[config.mk]
export PLATFORM = sky130hd
export DESIGN_NAME = adapter_dl_20m
export DESIGN_NICKNAME = d
export VERILOG_FILES = /design/src/rtl/adapter_dl_20m.sv
export SDC_FILE = /design/constraint.sdc
export NUM_CORES = 1
export LEC_CHECK = 0
export CORE_MARGIN = 4
export CORE_UTILIZATION = 39
export DETAILED_ROUTE_END_ITERATION = 8
export GPL_TIMING_DRIVEN = 0
export PLACE_DENSITY = 0.72
export SETUP_SLACK_MARGIN = 0.5
export SYNTH_ARGS = -nofsm -noshare
export SYNTH_HDL_FRONTEND = slang
export SYNTH_SLANG_ARGS = --single-unit
[constraint.sdc]
create_clock -name clk -period 27.1 [get_ports clk]
set_input_delay 5.42 -clock clk [delete_from_list [all_inputs] [get_ports clk]]
set_output_delay 5.42 -clock clk [all_outputs]
set_load 0.02 [all_outputs]
[src/rtl/adapter_dl_20m.sv]
// CPRI-to-DUC downlink adapter: one 8-lane I/Q word per strobe, serialized
// one sample per AXI-Stream beat through a hold register and a serializer.
// Ports:
//   clk, rst_n                 - clock, async active-low reset
//   iq_rx_i/q, iq_rx_valid     - 8 x 16-bit I/Q lanes (lane 0 oldest), strobe
//   m_axis_tdata/tvalid/tready/tlast - DUC stream ({Q,I} per beat)
//   overflow, drop_cnt         - sticky drop flag, saturating drop count

module adapter_dl_20m (
  input  logic         clk,
  input  logic         rst_n,
  input  logic [127:0] iq_rx_i,
  input  logic [127:0] iq_rx_q,
  input  logic         iq_rx_valid,
  output logic [31:0]  m_axis_tdata,
  output logic         m_axis_tvalid,
  input  logic         m_axis_tready,
  output logic         m_axis_tlast,
  output logic         overflow,
  output logic [7:0]   drop_cnt
);

  logic [127:0] hold_i;
  logic [127:0] hold_q;
  logic [127:0] ser_i;
  logic [127:0] ser_q;
  logic         hold_full;
  logic         busy;
  logic [2:0]   lane;

  logic         hs;
  logic         last_hs;
  logic         xfer;
  logic         take;
  logic         drop;
  logic [6:0]   base;

  assign hs      = busy & m_axis_tready;
  assign last_hs = hs & (lane == 3'd7);
  // hold moves to ser when ser is idle or finishing its last lane
  assign xfer    = hold_full & (~busy | last_hs);
  assign take    = iq_rx_valid & (~hold_full | xfer);
  assign drop    = iq_rx_valid & hold_full & ~xfer;
  assign base    = {lane, 4'b0000};

  always_ff @(posedge clk or negedge rst_n) begin
    if (!rst_n) begin
      hold_full <= 1'b0;
      busy      <= 1'b0;
      lane      <= 3'd0;
      overflow  <= 1'b0;
      drop_cnt  <= 8'd0;
    end else begin
      if (take)
        hold_full <= 1'b1;
      else if (xfer)
        hold_full <= 1'b0;

      if (xfer) begin
        busy <= 1'b1;
        lane <= 3'd0;
      end else if (hs) begin
        lane <= lane + 3'd1;
        if (lane == 3'd7)
          busy <= 1'b0;
      end

      if (drop) begin
        overflow <= 1'b1;
        if (drop_cnt != 8'hff)
          drop_cnt <= drop_cnt + 8'd1;
      end
    end
  end

  // Payload registers need no reset: outputs are gated by busy
  always_ff @(posedge clk) begin
    if (take) begin
      hold_i <= iq_rx_i;
      hold_q <= iq_rx_q;
    end
    if (xfer) begin
      ser_i <= hold_i;
      ser_q <= hold_q;
    end
  end

  always_comb begin
    m_axis_tdata = 32'd0;
    if (busy)
      m_axis_tdata = {ser_q[base +: 16], ser_i[base +: 16]};
  end

  assign m_axis_tvalid = busy;
  assign m_axis_tlast  = busy & (lane == 3'd7);

endmodule

After elaboration in Yosys (flattened, before gate mapping)
Index checks and enable logic that the tools add are counted.
{"block": "word_totals", "out_inout_bits": 43, "ff_bits": 526, "inputBits": 260}
{"block": "op_classes", "shifts": 2, "n_mux": 8, "n_addsub": 2, "eq_ne": 2, "reduce_logical": 5, "n_bitwise": 12}
{"op": "128-bit by 8-bit indexed part select with 16-bit output", "n": 2}
{"op": "32-bit 2-to-1 mux", "n": 1}
{"op": "8-bit by 1-bit adder with 8-bit output, second input constant", "n": 1}
{"op": "8-bit != test, second input constant", "n": 1}
{"op": "1-bit AND", "n": 7}
{"op": "3-bit 2-to-1 mux", "n": 2}
{"op": "2-bit nonzero test", "n": 3}
{"op": "1-bit 2-to-1 mux", "n": 5}
{"op": "2-bit AND reduction", "n": 2}
{"op": "3-bit by 1-bit adder with 3-bit output, second input constant", "n": 1}
{"op": "3-bit equality test, second input constant", "n": 1}
{"op": "1-bit inverter", "n": 3}
{"op": "1-bit OR", "n": 2}

Longest topological paths before layout
{"block": "depth", "word_depth": 7, "mapped_depth": 7}

Worst setup path before layout
No wires, ideal clock.
{"block": "synth_timing", "kind": "input to register", "from": "input m_axis_tready", "to": "register ser_i[0], enable pin", "cell_stages": 2, "slack_ps": 10132, "arrival_time_ps": 16091, "path_cell_list": "a21boi_2 nor2_1"}
{"block": "synth_between", "elab_chain_len": 4}
{"item": "from (decl)", "line": "17", "text": "input logic m_axis_tready,"}
{"item": "1-bit AND", "line": "38", "text": "assign hs = busy & m_axis_tready;"}
{"item": "1-bit AND", "line": "39", "text": "assign last_hs = hs & (lane == 3'd7);"}
{"item": "1-bit OR", "line": "41", "text": "assign xfer = hold_full & (~busy | last_hs);"}
{"item": "1-bit AND", "line": "41"}
{"item": "via xfer", "line": "33", "text": "logic xfer;"}
{"item": "to (signal assigned)", "line": "83", "text": "ser_i <= hold_i;"}
{"item": "to (decl)", "line": "25", "text": "logic [127:0] ser_i;"}
The timed path passes the listed nets, and every way through them passes these cells.
A chain may end at the register's enable or synchronous reset.

Worst setup path after layout
{"block": "layout_timing", "from": "register busy, in the netlist m_axis_tvalid", "to": "output m_axis_tdata[19]"}
{"block": "layout_between", "elab_chain_len": 1}
{"item": "from (decl)", "line": "28", "text": "logic busy;"}
{"item": "from (signal assigned)", "line": "49", "text": "busy <= 1'b0;"}
{"item": "from (signal assigned)", "line": "60", "text": "busy <= 1'b1;"}
{"item": "from (signal assigned)", "line": "65", "text": "busy <= 1'b0;"}
{"item": "32-bit 2-to-1 mux", "line": "90", "text": "if (busy)"}
{"item": "to (decl)", "line": "15", "text": "output logic [31:0] m_axis_tdata,"}
Every way passes these cells.

==> flow_summary.ini <==
[timing]
finalSetupViolCount = 0
hold_violations = 0
rsz0062_at_grt = false
post-route-period-util = 0.319
final.min_clock_period_ns = 8.65
skew_ns = 0.0159
tns_ns = 0
slew-limit-headroom = 0.399
worst_slew_pin_slew_ns = 0.902
report.final.slew_viol_count = 0
max_clock_freq_mhz = 116

[detailed_routing]
remaining_drc_errors = 0
routedWlPerCell_um = 21.2
dr.first_iter.drc_count = 638
first_pass_iters = 5
antenna_left = 0
routed_via_density = 4.78
finalWirelength_mm = 39.5
num_vias = 8884

[power_and_ir_drop]
p_int_mw = 1.63
clockPowerShare = 0.326
p_switching_mw = 0.611
combPwrFrac = 0.235
ir_worst_vdd_mv = 0.0703
seq_power_share = 0.439
pwr_density_cell_nw_per_um2 = 92.8
power.leakage_nw = 7.97
sw_frac_of_total = 0.272

[floorplanning]
die_w_um = 225
rows = 79
die_area_um2 = 50600
die_y_um = 225
start_util = 0.394
core_region_area_um2 = 46600
ios = 303

[setup_path]
worstReg2RegStart = lane[1]
cp_cell_sequence = clkbuf_1, clkbuf_1, o211ai_1, a21oi_1, clkdlybuf4s50_1
start_kind = register
arrival_ns = 3.23
path_max_fanout = 10
cp-end-kind = output pin
path_delay_family = buffers and inverters
path_common_cell = clkbuf_1
worstSetupPathType = register to output pin
cp-startpoint = m_axis_tvalid
crit_path_max_incr_delay_ns = 0.72
cp_slowest_cell = clkbuf_1
worst-path-buf-inv = 3
cp.required_ns = 21.68

[hold_path]
hold_start = hold_i[101]
holdCritPathClass = register to register

[placement]
io_buffers = 302
dp_hpwl_mm = 26.7
gp_congestion = 0.778

[yosys]
synth_commonest_cells = 512 x edfxtp_1, 39 x nand2_1, 36 x mux2_2
yosysMostFrequentCell = edfxtp_1
yosys.area_share.simple = 0.0172
synth-edff-count = 512
synth-compound-area-share = 0.0264
async_reset_ff_frac = 0.0266
synth_top_area_share = 0.837
ys_warn_count = 0
synth-seq-cells = 526
synth_fa_ha_area_frac = 0.00204
ys_types = 34
ys.flop_type = edfxtp_1
synth_top_family_by_area = multiplexers
yosys.area.top_type = edfxtp_1
syn_area_per_cell_um2 = 21.9
muxShareOfSynthArea = 0.0796
netlist_top_cells_area = edfxtp_1 84%, mux4_2 3.9%, mux2_2 2.2%
synthesis.area_um2 = 18400
synth_xor_area_frac = 0.000954
seq_area_frac_synth = 0.856
syn_nets = 1101
netlist_instances = 838

[flow_run]
maxCapViolations = 0

[clock_tree]
clkTransAtPathRegs_ns = 0.06
clk_latency_ns = 0.59
postCtsResizedCells = 0
clk_path_buf_depth = 3
postCtsHoldBufs = 0
numCtsBuffers = 53
cts_tree = built
cts_htree_levels = 2
clock-sinks = 526
cts-root-buf = clkbuf_16
post-cts-setup-buffer-count = 0

[global_routing]
grt_pass1_vias = 9575
grt_pass1_wl_mm = 58.0
overflow = 0
grt_max_degree = 73
track_usage = 0.154
antenna_found_initial = 4

[finish]
final_nets = 1469
syn2layout_area_growth_pct = 31.6
finish.utilization = 0.519
fill_cells = 3657
drive_above_1_share = 0.151

[outcome]
status = finished, final reports clean
==> logic make-up after synthesis <==
kind of cell / Yosys count
DFF: 526
muxes: 101
AOI/OAI and AO/OA: 75
buffers and inverters: 66
and+or+nand+nor: 65
adders and majority gates: 3
xor gates and xnor gates: 2
==> layer usage <==
layer / track usage / part of all wire / up-vias
met5: 0 / 0.00068 / -
met4: 0.0462 / 0.022 / 4
met3: 0.0391 / 0.069 / 57
met2: 0.271 / 0.52 / 288
met1: 0.189 / 0.39 / 4462
li1: - / - / 4073
==> layout by cell type (no fill, tap or decap), types with 4 or more instances in the layout <==
| cell | netlist | final |
|---|---|---|
| edfxtp_1 | 512 | 512 |
| clkdlybuf4s50_1 | 0 | 302 |
| clkbuf_16 | 0 | 53 |
| nand2_1 | 39 | 39 |
| mux2_2 | 36 | 36 |
| inv_1 | 35 | 35 |
| a21oi_1 | 33 | 33 |
| mux4_2 | 32 | 32 |
| mux2i_1 | 32 | 32 |
| o211ai_1 | 32 | 32 |
| clkbuf_1 | 9 | 16 |
| buf_2 | 15 | 15 |
| dfrtp_1 | 14 | 14 |
| clkinv_1 | 0 | 13 |
| clkinv_2 | 0 | 8 |
| buf_12 | 0 | 8 |
| buf_6 | 7 | 7 |
| bufinv_16 | 0 | 7 |
| nand3_1 | 5 | 5 |
| nor2_1 | 5 | 4 |
| inv_6 | 0 | 4 |
==> flip-flops by register name (all words and copies together), names as in the netlist <==
signal,count
ser_i,128
m_axis_tvalid,1
hold_full,1
hold_q,128
lane,3
ser_q,128
hold_i,128
overflow,1
drop_cnt,8
==> path summary, 6_finish.rpt <==
| check | slack, ns | cells after the start | to |
|---|---|---|---|
| worst max-delay path | 18.45 | 5 | m_axis_tdata[19] |
| worst min-delay path | 0.41 | 0 | ser_i[101] |
| worst max register to register | 24.16 | 7 | hold_i[105] |
| worst min register to register | 0.41 | 0 | ser_i[101] |
| max in group asynchronous | 21.43 | 1 | drop_cnt[0] |
| min in group asynchronous | 5.24 | 1 | drop_cnt[5] |
==> final cells by class <==
type	instances	area [um^2]	area share
Tap cell	607	759	0.0314
Clock inverter	39	403	0.0167
Multi-Input combinational cell	246	2330	0.0963
Buffer	31	188	0.00777
Clock buffer	60	1350	0.0560
Antenna cell	2	5.00	0.000207
Sequential cell	526	15700	0.651
Inverter	35	131	0.00544
Timing Repair Buffer	313	3270	0.135
==> power groups by stage <==
stage / Sequential, mW / Clock [mW] / Combinational (mW)
2_1_floorplan: 1.03 / 0 / 0.286
3_3_place_gp: 1.03 / 0 / 0.525
3_5_place_dp: 1.00 / 0 / 0.540
4_1_cts: 0.986 / 0.750 / 0.544
5_1_grt: 0.990 / 0.787 / 0.570
6_report: 0.985 / 0.730 / 0.527
==> through the flow <==
step	worst slack, ns	cells	cell area, um^2	hold slack (ns)	total power, mW
final	18.45	1859	24200	0.411	2.24
after global routing	18.17	1859	24200	0.421	2.35
after CTS	18.27	1857	24200	0.414	2.28
after detailed placement	18.85	1758	22400	0.405	1.54
after global placement	4.97	1747	22100	0.401	1.56
after floorplan	10.13	838	18400	0.400	1.31
No activity file was read; power rests on OpenSTA's default activity.
